**src/rtl/periph_arbiter_if.sv**
```systemverilog
// Bus bundle between two requesting masters, the arbiter, and the single
// downstream peripheral slave. The arbiter connects through the "slave" modport.
interface periph_arbiter_if #(
   parameter int XLEN = 32
);
   logic            i_m0_req;
   logic            i_m0_wen;
   logic            i_m0_lock;
   logic [XLEN-1:0] i_m0_addr;
   logic [XLEN-1:0] i_m0_wrdata;
   logic            o_m0_gnt;
   logic            o_m0_rvalid;
   logic            o_m0_err;
   logic [XLEN-1:0] o_m0_rddata;

   logic            i_m1_req;
   logic            i_m1_wen;
   logic            i_m1_lock;
   logic [XLEN-1:0] i_m1_addr;
   logic [XLEN-1:0] i_m1_wrdata;
   logic            o_m1_gnt;
   logic            o_m1_rvalid;
   logic            o_m1_err;
   logic [XLEN-1:0] o_m1_rddata;

   logic            o_s_wen;
   logic            o_s_ren;
   logic [XLEN-1:0] o_s_addr;
   logic [XLEN-1:0] o_s_wrdata;
   logic [XLEN-1:0] i_s_rddata;

   modport slave (
      input  i_m0_req, i_m0_wen, i_m0_lock, i_m0_addr, i_m0_wrdata,
      output o_m0_gnt, o_m0_rvalid, o_m0_err, o_m0_rddata,
      input  i_m1_req, i_m1_wen, i_m1_lock, i_m1_addr, i_m1_wrdata,
      output o_m1_gnt, o_m1_rvalid, o_m1_err, o_m1_rddata,
      output o_s_wen, o_s_ren, o_s_addr, o_s_wrdata,
      input  i_s_rddata
   );

   modport master (
      output i_m0_req, i_m0_wen, i_m0_lock, i_m0_addr, i_m0_wrdata,
      input  o_m0_gnt, o_m0_rvalid, o_m0_err, o_m0_rddata,
      output i_m1_req, i_m1_wen, i_m1_lock, i_m1_addr, i_m1_wrdata,
      input  o_m1_gnt, o_m1_rvalid, o_m1_err, o_m1_rddata,
      input  o_s_wen, o_s_ren, o_s_addr, o_s_wrdata,
      output i_s_rddata
   );
endinterface

```
**src/rtl/periph_arbiter.sv**
```systemverilog
// Two-master round-robin arbiter in front of one peripheral window.
// Optional bus locking is enabled by defining PERIPH_ARB_LOCK_EN.
//
// state | meaning
// IDLE  | accept a request; grant is combinational from req
// XFER  | one-cycle slave strobe (in-window only), read data captured
// RESP  | one-cycle rvalid/rddata/err back to the granted master
module periph_arbiter #(
   parameter int              XLEN      = 32,
   parameter logic [XLEN-1:0] BASE_ADDR = 32'h2000_0000,
   parameter logic [XLEN-1:0] WIN_SIZE  = 32'h0001_0000
) (
   input  logic                 i_clk,
   input  logic                 i_rst,
   periph_arbiter_if.slave      bus
);
   localparam logic [XLEN-1:0] LAST_ADDR = BASE_ADDR + WIN_SIZE - XLEN'(1);

   typedef enum logic [1:0] {IDLE, XFER, RESP} state_t;

   state_t          state_q, state_d;
   logic            rr_ptr_q;
   logic            lat_id_q, lat_wen_q, lat_inwin_q;
   logic [XLEN-1:0] lat_addr_q, lat_wrdata_q, rd_cap_q;

   logic            elig0, elig1, gnt0, gnt1, any_gnt, sel_id, sel_wen, sel_inwin;
   logic [XLEN-1:0] sel_addr, sel_wrdata;
   logic            s_ren, s_wen, s_strobe, rvalid;

   assign any_gnt    = gnt0 | gnt1;
   assign sel_id     = gnt1;
   assign sel_wen    = gnt1 ? bus.i_m1_wen    : bus.i_m0_wen;
   assign sel_addr   = gnt1 ? bus.i_m1_addr   : bus.i_m0_addr;
   assign sel_wrdata = gnt1 ? bus.i_m1_wrdata : bus.i_m0_wrdata;
   assign sel_inwin  = (sel_addr >= BASE_ADDR) && (sel_addr <= LAST_ADDR);

`ifdef PERIPH_ARB_LOCK_EN
   logic lock_vld_q, lock_id_q, sel_lock;

   assign sel_lock = gnt1 ? bus.i_m1_lock : bus.i_m0_lock;
   assign elig0    = bus.i_m0_req && (!lock_vld_q || !lock_id_q);
   assign elig1    = bus.i_m1_req && (!lock_vld_q ||  lock_id_q);

   // Only the owner can be granted while locked, so any unlocked grant releases.
   always_ff @(posedge i_clk or negedge i_rst) begin
      if (!i_rst) begin
         lock_vld_q <= 1'b0;
         lock_id_q  <= 1'b0;
      end else if (any_gnt) begin
         if (sel_lock) begin
            lock_vld_q <= 1'b1;
            lock_id_q  <= sel_id;
         end else if (lock_vld_q) begin
            lock_vld_q <= 1'b0;
         end
      end
   end
`else
   logic unused_lock;

   assign unused_lock = bus.i_m0_lock ^ bus.i_m1_lock;
   assign elig0       = bus.i_m0_req;
   assign elig1       = bus.i_m1_req;
`endif

   always_comb begin
      state_d = state_q;
      gnt0    = 1'b0;
      gnt1    = 1'b0;
      s_ren   = 1'b0;
      s_wen   = 1'b0;
      rvalid  = 1'b0;
      case (state_q)
         IDLE: begin
            // Grant is gated by reset so every output is quiet while held in reset.
            if (i_rst) begin
               if (elig0 && elig1) begin
                  gnt0 = !rr_ptr_q;
                  gnt1 =  rr_ptr_q;
               end else begin
                  gnt0 = elig0;
                  gnt1 = elig1;
               end
            end
            if (gnt0 || gnt1) state_d = XFER;
         end
         XFER: begin
            s_ren   = lat_inwin_q & ~lat_wen_q;
            s_wen   = lat_inwin_q &  lat_wen_q;
            state_d = RESP;
         end
         RESP: begin
            rvalid  = 1'b1;
            state_d = IDLE;
         end
         default: state_d = IDLE;
      endcase
   end

   always_ff @(posedge i_clk or negedge i_rst) begin
      if (!i_rst) begin
         state_q      <= IDLE;
         rr_ptr_q     <= 1'b0;
         lat_id_q     <= 1'b0;
         lat_wen_q    <= 1'b0;
         lat_inwin_q  <= 1'b0;
         lat_addr_q   <= '0;
         lat_wrdata_q <= '0;
         rd_cap_q     <= '0;
      end else begin
         state_q <= state_d;
         if (any_gnt) begin
            rr_ptr_q     <= ~sel_id;
            lat_id_q     <= sel_id;
            lat_wen_q    <= sel_wen;
            lat_inwin_q  <= sel_inwin;
            lat_addr_q   <= sel_addr;
            lat_wrdata_q <= sel_wrdata;
         end
         if (state_q == XFER) rd_cap_q <= s_ren ? bus.i_s_rddata : '0;
      end
   end

   assign s_strobe = s_ren | s_wen;

   assign bus.o_m0_gnt    = gnt0;
   assign bus.o_m1_gnt    = gnt1;
   assign bus.o_m0_rvalid = rvalid & ~lat_id_q;
   assign bus.o_m1_rvalid = rvalid &  lat_id_q;
   assign bus.o_m0_err    = rvalid & ~lat_id_q & ~lat_inwin_q;
   assign bus.o_m1_err    = rvalid &  lat_id_q & ~lat_inwin_q;
   assign bus.o_m0_rddata = (rvalid & ~lat_id_q) ? rd_cap_q : '0;
   assign bus.o_m1_rddata = (rvalid &  lat_id_q) ? rd_cap_q : '0;

   assign bus.o_s_ren    = s_ren;
   assign bus.o_s_wen    = s_wen;
   assign bus.o_s_addr   = s_strobe ? lat_addr_q   : '0;
   assign bus.o_s_wrdata = s_strobe ? lat_wrdata_q : '0;
endmodule

```
**src/flat_wrapper.sv**
```systemverilog
// flat-port wrapper written by rule: the top's interface ports become plain ports
module periph_arbiter_flat 
#(
   parameter int              XLEN      = 32,
   parameter logic [XLEN-1:0] BASE_ADDR = 32'h2000_0000,
   parameter logic [XLEN-1:0] WIN_SIZE  = 32'h0001_0000
)
  (i_clk, i_rst, bus_i_m0_req, bus_i_m0_wen, bus_i_m0_lock, bus_i_m0_addr, bus_i_m0_wrdata, bus_o_m0_gnt, bus_o_m0_rvalid, bus_o_m0_err, bus_o_m0_rddata, bus_i_m1_req, bus_i_m1_wen, bus_i_m1_lock, bus_i_m1_addr, bus_i_m1_wrdata, bus_o_m1_gnt, bus_o_m1_rvalid, bus_o_m1_err, bus_o_m1_rddata, bus_o_s_wen, bus_o_s_ren, bus_o_s_addr, bus_o_s_wrdata, bus_i_s_rddata);
  periph_arbiter_if #(.XLEN(XLEN)) bus_i ();
  input  logic i_clk;
  input  logic i_rst;
  input wire logic [$bits(bus_i.i_m0_req)-1:0] bus_i_m0_req;
  input wire logic [$bits(bus_i.i_m0_wen)-1:0] bus_i_m0_wen;
  input wire logic [$bits(bus_i.i_m0_lock)-1:0] bus_i_m0_lock;
  input wire logic [$bits(bus_i.i_m0_addr)-1:0] bus_i_m0_addr;
  input wire logic [$bits(bus_i.i_m0_wrdata)-1:0] bus_i_m0_wrdata;
  output wire logic [$bits(bus_i.o_m0_gnt)-1:0] bus_o_m0_gnt;
  output wire logic [$bits(bus_i.o_m0_rvalid)-1:0] bus_o_m0_rvalid;
  output wire logic [$bits(bus_i.o_m0_err)-1:0] bus_o_m0_err;
  output wire logic [$bits(bus_i.o_m0_rddata)-1:0] bus_o_m0_rddata;
  input wire logic [$bits(bus_i.i_m1_req)-1:0] bus_i_m1_req;
  input wire logic [$bits(bus_i.i_m1_wen)-1:0] bus_i_m1_wen;
  input wire logic [$bits(bus_i.i_m1_lock)-1:0] bus_i_m1_lock;
  input wire logic [$bits(bus_i.i_m1_addr)-1:0] bus_i_m1_addr;
  input wire logic [$bits(bus_i.i_m1_wrdata)-1:0] bus_i_m1_wrdata;
  output wire logic [$bits(bus_i.o_m1_gnt)-1:0] bus_o_m1_gnt;
  output wire logic [$bits(bus_i.o_m1_rvalid)-1:0] bus_o_m1_rvalid;
  output wire logic [$bits(bus_i.o_m1_err)-1:0] bus_o_m1_err;
  output wire logic [$bits(bus_i.o_m1_rddata)-1:0] bus_o_m1_rddata;
  output wire logic [$bits(bus_i.o_s_wen)-1:0] bus_o_s_wen;
  output wire logic [$bits(bus_i.o_s_ren)-1:0] bus_o_s_ren;
  output wire logic [$bits(bus_i.o_s_addr)-1:0] bus_o_s_addr;
  output wire logic [$bits(bus_i.o_s_wrdata)-1:0] bus_o_s_wrdata;
  input wire logic [$bits(bus_i.i_s_rddata)-1:0] bus_i_s_rddata;
  assign bus_i.i_m0_req = bus_i_m0_req;
  assign bus_i.i_m0_wen = bus_i_m0_wen;
  assign bus_i.i_m0_lock = bus_i_m0_lock;
  assign bus_i.i_m0_addr = bus_i_m0_addr;
  assign bus_i.i_m0_wrdata = bus_i_m0_wrdata;
  assign bus_o_m0_gnt = bus_i.o_m0_gnt;
  assign bus_o_m0_rvalid = bus_i.o_m0_rvalid;
  assign bus_o_m0_err = bus_i.o_m0_err;
  assign bus_o_m0_rddata = bus_i.o_m0_rddata;
  assign bus_i.i_m1_req = bus_i_m1_req;
  assign bus_i.i_m1_wen = bus_i_m1_wen;
  assign bus_i.i_m1_lock = bus_i_m1_lock;
  assign bus_i.i_m1_addr = bus_i_m1_addr;
  assign bus_i.i_m1_wrdata = bus_i_m1_wrdata;
  assign bus_o_m1_gnt = bus_i.o_m1_gnt;
  assign bus_o_m1_rvalid = bus_i.o_m1_rvalid;
  assign bus_o_m1_err = bus_i.o_m1_err;
  assign bus_o_m1_rddata = bus_i.o_m1_rddata;
  assign bus_o_s_wen = bus_i.o_s_wen;
  assign bus_o_s_ren = bus_i.o_s_ren;
  assign bus_o_s_addr = bus_i.o_s_addr;
  assign bus_o_s_wrdata = bus_i.o_s_wrdata;
  assign bus_i.i_s_rddata = bus_i_s_rddata;
  periph_arbiter #(.XLEN(XLEN), .BASE_ADDR(BASE_ADDR), .WIN_SIZE(WIN_SIZE)) u_core (.i_clk(i_clk), .i_rst(i_rst), .bus(bus_i));
endmodule
```
**config.mk**
```make
export PLATFORM = sky130hd
export DESIGN_NAME = periph_arbiter_flat
export DESIGN_NICKNAME = d
export VERILOG_FILES = /design/src/rtl/periph_arbiter_if.sv /design/src/rtl/periph_arbiter.sv /design/src/flat_wrapper.sv
export SDC_FILE = /design/constraint.sdc
export NUM_CORES = 1
export LEC_CHECK = 0
export CORE_UTILIZATION = 38
export CTS_CLUSTER_SIZE = 24
export DETAILED_ROUTE_END_ITERATION = 10
export PLACE_DENSITY = 0.9
export SYNTH_ARGS = -nofsm -noshare
export SYNTH_HDL_FRONTEND = slang
export SYNTH_SLANG_ARGS = --single-unit
```
**constraint.sdc**
```tcl
create_clock -name i_clk -period 2.3 [get_ports i_clk]
set_clock_uncertainty 0.2 [all_clocks]
set_input_delay 0.345 -clock i_clk [delete_from_list [all_inputs] [get_ports i_clk]]
set_output_delay 0.345 -clock i_clk [all_outputs]
set_load 0.01 [all_outputs]
```
* After elaboration in Yosys (flattened, before gate mapping)
Cells that the tools add are included.
Word-level totals: bits of input ports 168, word-level logic and storage cells 51, output and inout bits 136, register bits 102
Operators by class: reduce and logical (&&, ||, !) cells 5, order comparisons 2, bitwise operators 12, muxes and demuxes 21, equality and inequality tests 3
Operator list (count):
- 2-to-1 mux 32 bit | 7
- >= comparator 32 x 30 -> 1 bit, second input constant | 1
- less-or-equal comparator 32 x 30 -> 1 bit, second input constant | 1
- 2-to-1 mux 1 bit | 12
- bitwise AND 1 bit | 6
- inverter 1 bit | 4
- one-hot mux 2 bit (2 select lines) | 1
- == test 2 x 1 -> 1 bit, second input constant | 1
- == test 2 bit, second input constant | 1
- logical AND 1 bit | 2
- zero test 2 bit | 1
- 2-to-1 mux 2 bit | 1
- inequality test 2 x 1 -> 1 bit, second input constant | 1
- OR 1 bit | 2
- zero test 1 bit | 1
- logical OR 1 bit | 1

* Logic depth before layout (Yosys ltp)
Gate-level depths: netlist of the first run.
depth in word-level cells 8, depth in mapped cells 7, mapped depth without buffers 5

* Worst setup path before layout of the first run
Ideal clock, no wire load.
path kind register -> output, start point register u_core.state_q[0], end point output bus_o_m0_rddata[22], buffers on the path 1, required time 1.755 ns, arrival time 1.312 ns, stages on the path, launching flop included 4, path slack 0.443 ns, path through dfrtp_1 -> nor3b_1 -> clkbuf_1 -> and2_1
Between the ends: word-level cells in the longest chain between the ends 4
Ends and longest elaborated chain:
- start, declared | line periph_arbiter.sv:21 | state_t state_q, state_d;
- start signal, assigned | line periph_arbiter.sv:111 | state_q <= state_d;
- == test 2 bit | line periph_arbiter.sv:73 | case (state_q)
- 2-to-1 mux 1 bit | line periph_arbiter.sv:73
- bitwise AND 1 bit
- named net bus_o_m0_rvalid | line flat_wrapper.sv:18 | output wire logic [$bits(bus_i.o_m0_rvalid)-1:0] bus_o_m0_rvalid;
- 2-to-1 mux 32 bit | line periph_arbiter.sv:132 | assign bus.o_m0_rddata = (rvalid & ~lat_id_q) ? rd_cap_q : '0;
- end, declared | line flat_wrapper.sv:20 | output wire logic [$bits(bus_i.o_m0_rddata)-1:0] bus_o_m0_rddata;
The timed path passes the listed nets, and every way through them passes these cells.

* Final worst setup path of the first run
start point register u_core.state_q[0], end point output bus_o_s_addr[18]
Between the ends: word-level cells in the longest chain between the ends 4, elaborated cells on any way between the ends 5, those cells by class eq/ne (1); mux (3); bitwise (1)
Ends and longest elaborated chain:
- == test 2 x 1 -> 1 bit (*) | line periph_arbiter.sv:73
- 2-to-1 mux 1 bit | line periph_arbiter.sv:73
- OR 1 bit (*) | line periph_arbiter.sv:124 | assign s_strobe = s_ren | s_wen;
- 2-to-1 mux 32 bit (*) | line periph_arbiter.sv:137 | assign bus.o_s_addr = s_strobe ? lat_addr_q : '0;
- end, declared | line flat_wrapper.sv:32 | output wire logic [$bits(bus_i.o_s_addr)-1:0] bus_o_s_addr;
Every way passes the cells marked *; elsewhere a longest branch is shown, timed or not.

==> results of run 1 <==
## power by group
group / leakage [nW] / switching (mW) / internal, mW
clock: 0.146 / 0.658 / 0.903
combinational: 3.06 / 0.609 / 0.606
sequential: 1.24 / 0.160 / 2.16
## timing repair
action	in CTS	in global routing
setup buffers	2	3
gates resized for setup	175	60
endpoints found under the setup margin	135	53
hold endpoints to repair	53	0
hold buffers	1	0
gates cloned	2	0
pin swaps	1	1
## final timing paths
kind / startpoint / end / slack, ps / depth (start not counted)
max in group asynchronous: i_rst / u_core.rd_cap_q[5] / 320 / 4
min in group asynchronous: i_rst / u_core.lat_id_q / 480 / 3
min reg2reg: u_core.lat_wrdata_q[6] / u_core.lat_wrdata_q[6] / 270 / 2
max reg2reg: u_core.state_q[0] / u_core.lat_addr_q[5] / 260 / 8
min: u_core.lat_wrdata_q[6] / u_core.lat_wrdata_q[6] / 270 / 2
max: u_core.state_q[0] / bus_o_s_addr[18] / 50 / 6
## final cells by class
cell class	instances	area share
Inverter	44	0.0196
Clock inverter	3	0.00497
Multi-Input combinational cell	365	0.253
Sequential cell	102	0.298
Clock buffer	13	0.0304
Timing Repair Buffer	331	0.369
Tap cell	172	0.0251
## routing by layer
metal	part of all wire	up-vias	wire, microns	GRT usage
li1	-	2541	-	-
met1	0.40	2588	7020	0.315
met2	0.51	249	9030	0.454
met3	0.069	27	1210	0.0505
met4	0.021	0	368	0.103
met5	0	-	0	0
## state kept, by name, summed over array words and instances, names as in the netlist
| signal | count |
|---|---|
| u_core.rr_ptr_q | 1 |
| u_core.lat_addr_q | 32 |
| u_core.lat_id_q | 1 |
| u_core.lat_inwin_q | 1 |
| u_core.state_q | 2 |
| u_core.lat_wen_q | 1 |
| u_core.rd_cap_q | 32 |
| u_core.lat_wrdata_q | 32 |
## worst max-delay path, stage by stage (launching register included)
cell	delay [ps]
dfrtp_2	450
buf_6	130
nand2b_4	120
inv_4	60
buf_12	140
and3_1	180
dlygate4sd2_1	280
## placed cells by master (no fill, tap or decap), types with 4 or more instances in the layout
cell type / n
clkdlybuf4s50_1: 164
dfrtp_1: 100
dlygate4sd2_1: 91
and2_1: 66
nand2_1: 55
inv_1: 42
nor3_1: 42
o22ai_1: 39
a21oi_1: 39
a22o_1: 34
and3_1: 26
nor2_1: 21
clkbuf_2: 18
a31oi_1: 17
buf_4: 17
buf_2: 12
clkdlybuf4s15_1: 11
a22oi_1: 9
clkbuf_16: 9
buf_12: 8
dlymetal6s2s_1: 4
## kinds of logic after synthesis
| group | Yosys count | synth area share |
|---|---|---|
| AO/OA/AOI/OAI | 139 | 0.182 |
| buffers and inverters | 93 | 0.0750 |
| flip-flops | 102 | 0.507 |
| multiplexers | 1 | 0.00199 |
| AND/OR/NAND/NOR | 225 | 0.234 |
## stage by stage
stage	hold slack (ps)	std cells	worst slack, ps	power, mW	utilization
2_1_floorplan	-151	560	443	2.88	-
5_1_grt	307	1030	-5.81	5.37	0.670
4_1_cts	281	1027	-206	5.12	0.670
3_5_place_dp	264	1006	59.7	3.51	0.655
3_3_place_gp	253	1006	65.6	3.45	0.655
6_report	275	1030	51.5	5.10	0.670
==> summary.md, run 1 <==
| Metric | Value |
|---|---|
| Worst slew pin tran | `687 ps` |
| Routed len/inst | `17.1 microns` |
| Post-synth top cells | `dfrtp_1, and2_1, nand2_1` |
| Worst setup SP type | `flip-flop` |
| EDFF count, synth | `0` |
| Critical path start-end classification | `reg -> out` |
| Synthesized flop and latch total | `102` |
| Area delta synth->final | `70.0%` |
| TNS Setup | `0 ps` |
| Status | `finished, final reports clean` |
| Required time of the critical path | `1750 ps` |
| Largest net degree at the start of global routing | `58` |
| Initial antenna violation count | `0` |
| Cell count after synthesis | `560` |
| CP arrival | `1700 ps` |
| Clock sinks | `~100` |
| H-tree Lvls | `3` |
| Antenna-violating nets left | `0` |
| Post-route DRC | `0` |
| I/O pins | `304` |
| Ys async rst share | `1.00` |
| Fmax | `445 MHz` |
| Distinct cell type count after synthesis | `29` |
| Pwr/cell area | `about 600 nW/um^2` |
| DPL Wire Length | `12600 microns` |
| GR Util All Layers | `0.259` |
| First-pass GRT wire length | `26600 microns` |
| Ys Warns | `0` |
| Root Driver | `clkbuf_16` |
| Post-synthesis instance area | `5040 sq um` |
| CP endpoint kind | `output port` |
| RePlAce Congestion | `0.789` |
| Placement Cell Area | `~8400 sq um` |
| Max cap viols | `0` |
| Final Cycle Share | `0.978` |
| DIE WIDTH | `117 microns` |
| Count leader, synth | `dfrtp_1` |
| Drt initial violations | `approximately 360` |
| Number of buffers added on ports | `301` |
| Nets | `1021` |
| Maximum clock path buffer count | `2` |
| Fillers | `between 1000 and 1500` |
| Peak VDD IR | `0.414 mV` |
| Fin area | `approximately 8600 sq um` |
| Syn Nets | `728` |
| Drt total wl | `17600 microns` |
| Lkg Pwr | `about 4.4 nW` |
| Post-layout min period | `2250 ps` |
| Largest cells by area after synthesis | `dfrtp_1, and2_1, a22o_1, o22ai_1, nor3_1` |
| Rel. slew slack | `0.542` |
| Layout cell share with drive strength beyond 1 | `0.101` |
| Clock Latency Late Sink | `350 ps` |
| Sequential fraction of the synthesis area | `0.507` |
| Worst-path clk slew | `70 ps` |
| Initial core utilization | `0.394` |
| Core Footprint | `between 10000 and 15000 sq um` |
| Synth top area share | `0.507` |
| First drt pass iteration count | `5` |
| CTS Buf Count | `9` |
| Grt total ovfl | `0` |
| Post-DR vias/cell | `5.25` |
| Core Rows | `41` |
| Syn Area/Cell | `8.99 sq um` |
| Die ar. | `between 10000 and 15000 sq um` |
| Die height | `117 microns` |
| Setup violations, final | `0` |
| Dominant synthesized flop cell | `dfrtp_1` |
| CTS tree | `built` |
| HP Class | `reg -> reg` |
| RSZ-0062 raised after global routing | `true` |
| Vias in the first global route | `5117` |
| Final max-slew violation count | `0` |
| Antenna Cells | `0` |
| Final hold violations | `0` |
| Critical Path Fanout Max | `14` |
| Reg area | `2550 sq um` |
| Multi-input gate area | `2160 sq um` |
| Post-synth top area cell | `dfrtp_1` |
| Vias | `5405` |
Power figures use the tool's default switching activity.
==> inputs of run 2 (changes only) <==
--- a/config.mk
+++ b/config.mk
@@ -5,6 +5,7 @@
 export SDC_FILE = /design/constraint.sdc
 export NUM_CORES = 1
 export LEC_CHECK = 0
+export CORE_ASPECT_RATIO = 0.75
 export CORE_UTILIZATION = 38
 export CTS_CLUSTER_SIZE = 24
 export DETAILED_ROUTE_END_ITERATION = 10
==> run 2 against run 1 <==
Compared with the run above:
- the run now ends with negative hold slack, negative setup slack left
- maximum frequency is 4.5% lower
- final cell count is 0.19% lower
- total power shrank 0.39%
- global-route usage fell by 0.78 points
- sequential power is essentially flat
- combinational power about the same
- routed wire length rose by 0.29%
- register-to-register slack about the same
- clock power barely moved
- sequential share of layout area up 0.20 points
==> summary.md, run 2 (synthesized netlist as in run 1, its figures left out) <==
| Metric | Value |
|---|---|
| Setup violations, final | `1` |
| Post-route DRC | `0` |
| Critical path start-end classification | `reg -> out` |
| Largest net degree at the start of global routing | `76` |
| Fin area | `8500 sq um` |
| Worst-path clk slew | `70 ps` |
| Area delta synth->final | `68.8%` |
| Nets | `1020` |
| Switching share of power | `0.285` |
| Core Footprint | `between 10000 and 15000 sq um` |
| Reg-to-Reg Start | `u_core.state_q[0]` |
| Most common cell after layout, fill and taps aside | `clkdlybuf4s50_1` |
| Clock Latency Late Sink | `around 340 ps` |
| Rel. slew slack | `0.472` |
| Crit. Startpoint | `u_core.state_q[0]` |
| First drt pass iteration count | `7` |
| Drt total wl | `approximately 18000 microns` |
| HP Class | `in -> async` |
| Vias | `5348` |
| CP endpoint kind | `output port` |
| Placement Cell Area | `8310 sq um` |
| Drt initial violations | `roughly 300` |
| Internal | `3.63 mW` |
| CTS Buf Count | `9` |
| Post-layout min period | `around 2400 ps` |
| Routed len/inst | `17.2 microns` |
| Layout cell share with drive strength beyond 1 | `0.128` |
| Initial core utilization | `0.388` |
| Setup ws final | `-53.7 ps` |
| DPL Wire Length | `12400 microns` |
| Antenna-violating nets left | `0` |
| FF-to-FF path depth | `8` |
| Post-DR vias/cell | `5.20` |
| Critical Path Fanout Max | `17` |
| Fmax | `425 MHz` |
| Finished Layout Cells | `1028` |
| Final hold violations | `19` |
| CP arrival | `~1800 ps` |
| CTS tree | `built` |
| Largest regs | `u_core.lat_addr_q x32, u_core.lat_wrdata_q x32, u_core.rd_cap_q x32` |
| Max cap viols | `0` |
| TNS Setup | `-53.7 ps` |
| Final core utilization | `0.655` |
| GR Util All Layers | `0.252` |
| Required time of the critical path | `1750 ps` |
| Commonest non-fill, non-tap cells in the layout | `clkdlybuf4s50_1, dfrtp_1, and2_1` |
| RePlAce Congestion | `0.823` |
| Die ar. | `13700 sq um` |
| Failing checks | `negative hold slack, negative setup slack` |
| Number of buffers added on ports | `about 300` |
| WHS | `-14.7 ps` |
| Core Rows | `36` |
| Status | `complete, but fails checks` |
| Die height | `102 microns` |
| H-tree Lvls | `3` |
| Root Driver | `clkbuf_16` |
| Logic pwr share | `0.237` |
| P_sw | `1.45 mW` |
| Maximum clock path buffer count | `2` |
| I/O pins | `a little over 300` |
| Worst setup SP type | `flip-flop` |
| Vias in the first global route | `5063` |
| Placed Cells | `around 1000` |
| Pwr/cell area | `about 600 nW/um^2` |
| Antenna Cells | `0` |
| Final Cycle Share | `1.02` |
| Hold Buf Count CTS | `0` |
| DIE WIDTH | `135 microns` |
| Clock sinks | `approximately 100` |
| Peak VDD IR | `0.375 mV` |
| Final max-slew violation count | `0` |
| Setup slack at placement | `85.2 ps` |
| Tot Pwr | `~5 mW` |
| First-pass GRT wire length | `26600 microns` |
| Seq pwr share | `0.458` |
| Worst slew pin tran | `791 ps` |
| Initial antenna violation count | `0` |
| RSZ-0062 raised after global routing | `true` |
| Grt total ovfl | `0` |
| Reg2reg setup slack | `260 ps` |
| Clock power share | `0.305` |
| Lkg Pwr | `between 4 and 5 nW` |
-- run 2: final cells by class --
| cell class | count | area (sq um) |
|---|---|---|
| clock buffer | 12 | 246 |
| clock inverter | 4 | 55.1 |
| fill | 1077 | 4470 |
| inverter | 44 | 168 |
| multi-input combinational | 365 | 2170 |
| sequential | 102 | 2550 |
| tap | 171 | 214 |
| timing repair buffer | 330 | 3090 |
-- run 2: worst max-delay path, stage by stage (launching register included) --
cell             delay [ps]
dfrtp_2                 420
buf_4                   150
nor3b_4                 210
buf_4                   150
buf_12                  140
and2_1                  140
clkdlybuf4s15_1         260
-- run 2: power by group through the flow --
stage,Clock [mW],Sequential (mW),Combinational (mW)
6_report,1.55,2.33,1.20
5_1_grt,1.65,2.37,1.34
4_1_cts,1.58,2.33,1.19
3_5_place_dp,0,2.35,1.14
3_3_place_gp,0,2.34,1.09
2_1_floorplan,0,2.29,0.588
-- run 2: final timing paths --
kind                                           to
max                            bus_o_m0_rddata[4]
min                         u_core.lat_addr_q[13]
max reg2reg                    u_core.lat_inwin_q
min reg2reg                u_core.lat_wrdata_q[3]
max in group asynchronous  u_core.lat_wrdata_q[9]
min in group i_clk         u_core.lat_wrdata_q[3]
-- run 2: routing by layer --
layer  share of wire  track usage  vias up
li1                -            -     2526
met1            0.40        0.319     2556
met2            0.51        0.438      242
met3           0.074       0.0551       24
met4           0.016       0.0657        0
met5               0            0        -
-- run 2: timing repair --
action | 4_1_cts | 5_1_grt
buffers inserted | 4 | 3
pin swaps | 2 | 2
endpoints found under the setup margin | 136 | 53
gates cloned | 2 | 0
resized for setup | 140 | 136
==> inputs of run 3 (changes only) <==
--- a/config.mk
+++ b/config.mk
@@ -9,7 +9,7 @@
 export CORE_UTILIZATION = 38
 export CTS_CLUSTER_SIZE = 24
 export DETAILED_ROUTE_END_ITERATION = 10
-export PLACE_DENSITY = 0.9
+export PLACE_DENSITY = 0.82
 export SYNTH_ARGS = -nofsm -noshare
 export SYNTH_HDL_FRONTEND = slang
 export SYNTH_SLANG_ARGS = --single-unit
==> run 3 against run 2 <==
Compared with the run above:
- the flow finishes with violations (design-rule violations)
- non-clock buffer count shrank 5
- final area increased by 0.12%
- clock-buffer cell count did not move
- clock power down 3%
- total power shrank 1.4%
- register-to-register slack improved by 70 ps
- final cell count decreased by 0.49%
- first-iteration DRC count grew 11%
- worst setup slack better by 130 ps
- largest power group unchanged
==> summary.md, run 3 (synthesized netlist as in run 1, its figures left out) <==
| Metric | Value |
|---|---|
| Multi-input gate area | `2150 sq um` |
| Required time of the critical path | `1750 ps` |
| Final Cycle Share | `0.968` |
| Largest regs | `u_core.lat_addr_q x32, u_core.lat_wrdata_q x32, u_core.rd_cap_q x32` |
| First-pass GRT wire length | `26000 microns` |
| DPL Wire Length | `12700 microns` |
| RSZ-0062 raised after global routing | `false` |
| Fmax | `449 MHz` |
| H-tree Lvls | `3` |
| Fin area | `8510 sq um` |
| Drt initial violations | `326` |
| Final max-slew violation count | `0` |
| Root Driver | `clkbuf_16` |
| Area delta synth->final | `69.0%` |
| Number of buffers added on ports | `301` |
| Failing checks | `design-rule violations` |
| CTS tree | `built` |
| Final hold violations | `0` |
| Finished Layout Cells | `1023` |
| Post-DR vias/cell | `5.28` |
| CTS Buf Count | `9` |
| Vias in the first global route | `5058` |
| Antenna-violating nets left | `0` |
| Status | `complete, but fails checks` |
| Most common cell after layout, fill and taps aside | `clkdlybuf4s50_1` |
| Critical Path Fanout Max | `36` |
| Antenna Cells | `0` |
| GR Util All Layers | `0.248` |
| Die ar. | `13700 sq um` |
| Setup ws final | `between 70 and 80 ps` |
| TNS Setup | `0 ps` |
| Placement Cell Area | `about 8300 sq um` |
| First drt pass iteration count | `8` |
| Commonest non-fill, non-tap cells in the layout | `clkdlybuf4s50_1, dlygate4sd2_1, dfrtp_1` |
| Nets | `between 1000 and 1500` |
| Reg area | `roughly 2600 sq um` |
| Worst setup SP type | `flip-flop` |
| Peak VDD IR | `between 0.4 and 0.5 mV` |
| Largest net degree at the start of global routing | `just over 60` |
| Die height | `about 100 microns` |
| HP Class | `reg -> reg` |
| Initial antenna violation count | `0` |
| CP endpoint kind | `output port` |
| Grt total ovfl | `0` |
| Post-layout min period | `2230 ps` |
| Setup slack at placement | `64.7 ps` |
| Setup violations, final | `0` |
| Worst slew pin tran | `791 ps` |
| Routed len/inst | `around 18 microns` |
| Maximum clock path buffer count | `2` |
| DIE WIDTH | `135 microns` |
| Lkg Pwr | `4.46 nW` |
| RePlAce Congestion | `approximately 0.86` |
| Fillers | `1066` |
| I/O pins | `304` |
| Worst-path clk slew | `70 ps` |
| Placed Cells | `1003` |
| Initial core utilization | `0.388` |
| Vias | `5405` |
| Clock Latency Late Sink | `around 340 ps` |
| Worst hold path depth | `2` |
| CP arrival | `approximately 1700 ps` |
| Core Footprint | `13000 sq um` |
| Max cap viols | `0` |
| Clock sinks | `102` |
| Final core utilization | `0.656` |
| FF-to-FF path depth | `7` |
| Rel. slew slack | `0.473` |
| Critical path start-end classification | `reg -> out` |
| Drt total wl | `17900 microns` |
| Pwr/cell area | `approximately 600 nW/um^2` |
| Post-route DRC | `2` |
| Layout cell share with drive strength beyond 1 | `0.0822` |
| Core Rows | `36` |
-- run 3: power breakdown --
group	internal, mW	total (mW)	switching [mW]
combinational	0.578	1.18	0.599
sequential	2.16	2.34	0.173
clock	0.826	1.50	0.670
total	3.57	5.01	1.44
-- run 3: path summary, 6_finish.rpt --
path | start | endpoint | slack (ps)
worst max-delay path | u_core.state_q[1] | bus_o_s_wrdata[30] | 70
worst max register to register | u_core.state_q[0] | u_core.lat_inwin_q | 330
worst min-delay path | u_core.lat_wrdata_q[2] | u_core.lat_wrdata_q[2] | 290
worst min register to register | u_core.lat_wrdata_q[2] | u_core.lat_wrdata_q[2] | 290
min in group asynchronous | i_rst | u_core.lat_id_q | 430
max in group asynchronous | i_rst | u_core.lat_wrdata_q[31] | 250
-- run 3: through the flow --
stage	hold WS (ps)	power (mW)
after floorplan	-151	2.88
after global placement	252	3.44
after detailed placement	257	3.50
after CTS	274	5.01
after global routing	302	5.26
final	287	5.01
-- run 3: worst max-delay path: stages (launching register included) --
cell and delay, ps:
dfrtp_1 410, nand2b_4 180, bufbuf_16 320, nor3_1 170, clkdlybuf4s15_2 260
-- run 3: area by class of cell --
cell class,count,area share
inverter,44,0.0194
tap,171,0.0251
timing repair buffer,325,0.367
multi-input combinational,365,0.253
clock buffer,12,0.0313
sequential,102,0.300
clock inverter,4,0.00353
-- run 3: repair_timing --
action                                  CTS  global route
endpoints found under the hold margin    41             0
hold buffers                              1             0
resized for setup                       143            38
setup buffers                             0             1
gates cloned                              1             1
pin swaps                                 1             0
endpoints found under the setup margin  136            50
-- run 3: routing by layer --
metal | share of wire | GRT usage
met5 | 0 | 0
met4 | 0.022 | 0.0804
met3 | 0.080 | 0.0671
met2 | 0.49 | 0.438
met1 | 0.41 | 0.294
